## src/rtl/tia_hsync_decode.sv

```systemverilog
// Horizontal timing decoder for the 6-bit horizontal LFSR counter.
// On each counter phase-2 strobe the current counter code is decoded into
// set/reset latches (HSYNC, HBLANK, colour burst) and single-cycle pulses
// (centre, counter reset, lock-up error). The block also owns the WSYNC
// CPU stall and the HMOVE extended-blank latch.
module tia_hsync_decode #(
    parameter logic [5:0] SHS_CODE  = 6'b111100, // count 4: set HSYNC
    parameter logic [5:0] RHS_CODE  = 6'b110111, // count 8: reset HSYNC, set burst
    parameter logic [5:0] RCB_CODE  = 6'b001111, // count 12: reset burst
    parameter logic [5:0] RHB_CODE  = 6'b011100, // count 16: normal HBLANK end
    parameter logic [5:0] LRHB_CODE = 6'b010111, // count 18: late HBLANK end
    parameter logic [5:0] CNT_CODE  = 6'b101100, // count 36: line centre
    parameter logic [5:0] END_CODE  = 6'b010100, // count 56: end of line
    parameter logic [5:0] LOCK_CODE = 6'b111111  // illegal lock-up state
) (
    input  logic       clk,
    input  logic       reset_n,
    input  logic       hphi2_en,
    input  logic [5:0] lfsr,
    input  logic       hmove_strobe,
    input  logic       wsync_strobe,
    output logic       hsync,
    output logic       hblank,
    output logic       cburst,
    output logic       center,
    output logic       lfsr_reset,
    output logic       lock_err,
    output logic       rdy,
    output logic       hmove_pending
);

    logic hsync_d,  hsync_q;
    logic hblank_d, hblank_q;
    logic cburst_d, cburst_q;
    logic center_d, center_q;
    logic lreset_d, lreset_q;
    logic lock_d,   lock_q;
    logic rdy_d,    rdy_q;
    logic hmove_d,  hmove_q;

    // Next-state decode: latches hold unless a decode or strobe acts; pulses default low.
    always_comb begin
        hsync_d  = hsync_q;
        hblank_d = hblank_q;
        cburst_d = cburst_q;
        center_d = 1'b0;
        lreset_d = 1'b0;
        lock_d   = 1'b0;
        rdy_d    = rdy_q;
        hmove_d  = hmove_q;

        if (hphi2_en) begin
            case (lfsr)
                SHS_CODE: hsync_d = 1'b1;
                RHS_CODE: begin
                    hsync_d  = 1'b0;
                    cburst_d = 1'b1;
                end
                RCB_CODE: cburst_d = 1'b0;
                // With HMOVE pending, blanking is extended to the late code.
                RHB_CODE: begin
                    if (!hmove_q) hblank_d = 1'b0;
                end
                LRHB_CODE: begin
                    if (hmove_q) begin
                        hblank_d = 1'b0;
                        hmove_d  = 1'b0;
                    end
                end
                CNT_CODE: center_d = 1'b1;
                END_CODE: begin
                    hblank_d = 1'b1;
                    lreset_d = 1'b1;
                    rdy_d    = 1'b1;
                end
                // Lock-up recovery: force the counter back and blank the line.
                LOCK_CODE: begin
                    lock_d   = 1'b1;
                    lreset_d = 1'b1;
                    hblank_d = 1'b1;
                    hsync_d  = 1'b0;
                    cburst_d = 1'b0;
                    rdy_d    = 1'b1;
                end
                default: ;
            endcase
        end

        // CPU strobes are applied last so they win over a same-cycle clear/release.
        if (hmove_strobe) hmove_d = 1'b1;
        if (wsync_strobe) rdy_d   = 1'b0;
    end

    // State registers with asynchronous active-low reset to the blanked, ready state.
    always_ff @(posedge clk or negedge reset_n) begin
        if (!reset_n) begin
            hsync_q  <= 1'b0;
            hblank_q <= 1'b1;
            cburst_q <= 1'b0;
            center_q <= 1'b0;
            lreset_q <= 1'b0;
            lock_q   <= 1'b0;
            rdy_q    <= 1'b1;
            hmove_q  <= 1'b0;
        end else begin
            hsync_q  <= hsync_d;
            hblank_q <= hblank_d;
            cburst_q <= cburst_d;
            center_q <= center_d;
            lreset_q <= lreset_d;
            lock_q   <= lock_d;
            rdy_q    <= rdy_d;
            hmove_q  <= hmove_d;
        end
    end

    assign hsync         = hsync_q;
    assign hblank        = hblank_q;
    assign cburst        = cburst_q;
    assign center        = center_q;
    assign lfsr_reset    = lreset_q;
    assign lock_err      = lock_q;
    assign rdy           = rdy_q;
    assign hmove_pending = hmove_q;

endmodule

```

## config.mk

```make
export PLATFORM = sky130hd
export DESIGN_NAME = tia_hsync_decode
export DESIGN_NICKNAME = d
export VERILOG_FILES = /design/src/rtl/tia_hsync_decode.sv
export SDC_FILE = /design/constraint.sdc
export NUM_CORES = 1
export LEC_CHECK = 0
export CAP_MARGIN = 20
export CORE_AREA = 4 4 47 49
export DETAILED_ROUTE_END_ITERATION = 10
export DIE_AREA = 0 0 51 53
export PLACE_DENSITY_LB_ADDON = 0.12
export REMOVE_ABC_BUFFERS = 1
export SLEW_MARGIN = 5
export SYNTH_ARGS = -nofsm -noshare
export SYNTH_HDL_FRONTEND = slang
export SYNTH_SLANG_ARGS = --single-unit
```

## constraint.sdc

```tcl
create_clock -name clk -period 1.6 [get_ports clk]
set_clock_uncertainty 0.15 [all_clocks]
set_input_delay 0.32 -clock clk [delete_from_list [all_inputs] [get_ports clk]]
set_output_delay 0.32 -clock clk [all_outputs]
set_load 0.02 [all_outputs]
```

**Yosys cells after proc, flatten, opt, wreduce, memory -nomap -nowiden**

Cells that the tools add are included.

- Register bits: 8
- Bits in latches: 0
- RAM bits: 0
- ROM bits: 0
- Output and inout port bits: 8
- Memories: 0

- $add $sub $neg: 0
- Multipliers: 0
- Divide/modulo/power cells: 0
- Order comparisons: 0
- Equal/unequal tests: 10
- Shift-type cells: 0
- Multiplexer cells: 17
- Bitwise logic cells: 0
- Reduce and logical (&&, ||, !) cells: 15

Operators with widths:

| operator | count |
|---|---|
| == test 6 bit (second input constant) | 4 |
| == test 6 x 5 -> 1 bit (second input constant) | 3 |
| 2-to-1 mux 1 bit | 14 |
| nonzero test 2 bit | 6 |
| AND reduction 2 bit | 4 |
| == test 6 x 4 -> 1 bit (second input constant) | 1 |
| OR reduction 2 bit | 3 |
| inequality test 2 bit (second input constant) | 2 |
| case mux 1 bit (2 select lines) | 2 |
| AND reduction 4 bit | 1 |
| case mux 1 bit (3 select lines) | 1 |
| nonzero test 3 bit | 1 |

**Longest topological paths before layout**

- Word-level depth: 5
- Mapped depth: 4
- Mapped depth without buffers: 3

**Worst setup path before layout**

Ideal clock, no wire load.

- Path kind: input port to flip-flop
- From: in lfsr[0]
- To: reg hblank_q (netlist: hblank)
- Library setup time: 0.062 ns
- Data arrival time: 1.267 ns
- Data required time: 1.388 ns
- Setup slack: 0.121 ns
- Stages on the path: 4
- Path buffers: 1
- Path through: buf_4 -> or4_4 -> a21oi_4 -> o32a_1

- Cells in the longest elaborated chain, start to end: 4

RTL lines:

| what | RTL line | source |
|---|---|---|
| start: declaration | 19 | `input logic [5:0] lfsr,` |
| == test 6 bit / == test 6 x 5 -> 1 bit (equally long branches) | 53 | `case (lfsr)` |
| OR reduction 2 bit (no line) | - |  |
| nonzero test 3 bit (no line) | - |  |
| AND reduction 4 bit (no line) | - |  |
| end signal: assignment | 107 | `hblank_q <= hblank_d;` |
| end: declaration | 33 | `logic hblank_d, hblank_q;` |

Several ways; a longest one is shown, not always the timed one.
A chain may end at the register's enable or synchronous reset.

**Worst setup path after layout**

Same ends and word-level chain as after synthesis.

==> results by group <==
Outcome
  • Outcome: completed

Cells and area
  • Area Growth Syn to Fin: 74.5%
  • Final Core Density: 0.378
  • Commonest cells after routing, fill and taps aside: 11 x buf_4, 9 x clkdlybuf4s50_1, 7 x dlygate4sd2_1
  • Fill cells: 199
  • Nets: 79
  • Fin area: 703 um^2
  • ANT cells: 0
  • Leading cell type in the layout, fill and taps excluded: buf_4
  • Final cell count without fillers: 93
  • Share of cells above drive strength 1: 0.288

Clocking
  • Clock latency on the worst-skew pair: 260 ps
  • Num CTS Buffers: 3
  • TritonCTS clock tree: built
  • Clock root cell: clkbuf_4
  • H-tree depth: 1
  • Reg clk slew, reported paths: 60 ps
  • Sink Count: 8
  • Hold buffer count at cts: 0
  • # Post-CTS Setup Buffers: 0
  • Clock tree buffer depth: 2

Power and ir drop
  • Worst ir drop on vdd: 0.447 mV
  • Reg power frac: 0.457
  • Net Sw Frac: 0.250
  • Pwr Total: 485 uW
  • Leak pwr: 0.318 nW
  • Int Pwr: 364 uW
  • Power density of the placed cells: 690 mW/mm^2
  • P_sw: 121 uW
  • Clk pwr share: 0.318
  • Combinational share of power: 0.224

Route
  • DR iter-0 viols: 8
  • DRT antenna net count: 0
  • WL per Instance: 10.9 um
  • # DRC: 0
  • Via count: 406
  • DR pass1 iterations: 3
  • Vias/cell: 4.37
  • WL final: 1020 um

Global routing
  • Initial antenna violation count: 0
  • Grt ovf: 0
  • Largest net degree at the start of global routing: 9
  • Vias in the first global route: 370
  • Overall Global Routing Usage: 0.0856
  • First-pass GRT wire length: 1610 um

Worst setup path
  • Critical-path top delay cell: or4_4
  • Required @ worst endpoint: 1650 ps
  • Crit start category: input port
  • Worst Reg-to-Reg Cells: 3
  • R2r setup slk: 400 ps
  • Crit path launch: lfsr[0]
  • CP Max Fanout: 3
  • Worst path cell trace: clkdlybuf4s50_1, or4_4, a21oi_4, o32a_1
  • R2R Path Start: hmove_pending
  • Crit Path Class: input port to flip-flop
  • Reg-to-reg critical path endpoint: hblank
  • Crit end category: flip-flop
  • Critical path endpoint: hblank
  • CP max stage delay: 540 ps
  • Worst path arrival time: 1620 ps

Synth
  • Netlist cell types: 25
  • Mapped Avg Cell Area: 11.2 um^2
  • Synthesized cell area: 403 um^2
  • Synthesis-stage register bit count: 8
  • Syn. warnings: 0
  • Cell count after synthesis: 36
  • Seq/Total Area, Yosys: 0.503

Timing
  • Worst relative slew slack: 0.747
  • Slack of the critical path: 32.9 ps
  • Final setup fails: 0
  • Final Hold Fails: 0
  • RSZ-0062 raised after global routing: false
  • Setup tns final: 0 ps
  • Minimum clock period: 1570 ps
  • Fin. max-slew vios: 0
  • Fin Hold WS: 196 ps
  • Max Freq: 638 MHz
  • Final worst path period share: 0.979
  • Slew @ Worst Pin: 379 ps

Placement
  • Pre-CTS WS: -236 ps
  • Port bufs: 18
  • Gpl congestion: 0.722
  • Dpl cells: 90
  • Hpwl dp: 842 um
  • Post-DP Area: 681 um^2

Floorplan
  • FP Rows: 16
  • Die W: 51 um
  • Core area: 0.00186 mm^2
  • Die footprint: 0.00270 mm^2
  • Starting Density: 0.216
  • Num ports: 19
  • Die Y: 53 um

Run
  • Max cap viols: 0

Worst hold path
  • Hold Crit Class: input port to asynchronous set/reset pin
==> flip-flops by register name, summed over array words and instances, names as in the netlist <==
register,flops
center,1
hblank,1
lock_err,1
rdy,1
hsync,1
hmove_pending,1
cburst,1
lfsr_reset,1
==> worst min-delay path by stage <==
stage | from | to | slack [ps] | depth (start not counted)
after floorplan | reset_n | cburst | -130 | 0
after global placement | hblank | hblank | 360 | 1
after detailed placement | hblank | hblank | 360 | 1
after CTS | reset_n | cburst | 210 | 1
after global routing | reset_n | cburst | 220 | 1
final | reset_n | cburst | 200 | 1
==> cell usage after synthesis <==
| cell | count | area, um^2 |
|---|---|---|
| o21ai_0 | 2 | 10.0 |
| a31oi_1 | 2 | 12.5 |
| o21ba_1 | 1 | 10.0 |
| nand2b_1 | 1 | 6.26 |
| a21oi_4 | 1 | 16.3 |
| o32a_1 | 1 | 10.0 |
| buf_4 | 1 | 7.51 |
| nor3_1 | 1 | 5.00 |
| or4_4 | 1 | 11.3 |
| nand3b_1 | 1 | 7.51 |
| dfstp_2 | 2 | 52.6 |
| nor4_1 | 1 | 6.26 |
| o31ai_1 | 1 | 7.51 |
| o41ai_1 | 1 | 8.76 |
| nor4b_1 | 1 | 8.76 |
| nand2_1 | 2 | 7.51 |
| and3_1 | 1 | 6.26 |
| a211oi_1 | 1 | 7.51 |
| and2b_1 | 1 | 7.51 |
| dfrtp_1 | 6 | 150 |
| nand4_1 | 1 | 6.26 |
| nand3_1 | 2 | 10.0 |
| inv_1 | 2 | 7.51 |
| buf_6 | 1 | 11.3 |
| a41oi_1 | 1 | 8.76 |
==> cells by family after synthesis <==
family,count (synthesis),synth area share
DFF,8,0.503
AOI/OAI and AO/OA,11,0.227
and+or+nand+nor,13,0.205
buffers and inverters,4,0.0652
==> metal layers <==
metal | vias to the layer above | GRT usage | part of all wire
met2 | 13 | 0.148 | 0.49
met1 | 192 | 0.0856 | 0.42
met4 | 0 | 0.0135 | 0
met5 | - | 0 | 0
met3 | 0 | 0.0592 | 0.086
li1 | 201 | - | -
==> power by group through the flow <==
stage,Clock (mW),Sequential (mW),Combinational [mW]
CTS,0.161,0.222,0.108
finish,0.154,0.222,0.109
detailed placement,0,0.226,0.114
global route,0.172,0.223,0.118
global placement,0,0.226,0.115
floorplan,0,0.237,0.0216
==> what timing repair did <==
item	4_1_cts	5_1_grt
gates cloned	0	0
pin swaps	0	3
endpoints found under the setup margin	8	2
gates resized for setup	8	3
==> critical path: cells and delay by family <==
| kind | cells | cell delay, ps |
|---|---|---|
| simple gates | 1 | 540 |
| compound gates | 2 | 320 |
| buf+inv | 1 | 440 |
==> area by class of cell <==
cell class                 count  area [um^2]  area share
clock buffer                   3         22.5      0.0320
timing repair buffer          29          256       0.365
sequential                     8          203       0.288
tap                           27         33.8      0.0480
inverter                       2         7.51      0.0107
multi-input combinational     24          180       0.256
Power figures use the tool's default switching activity.
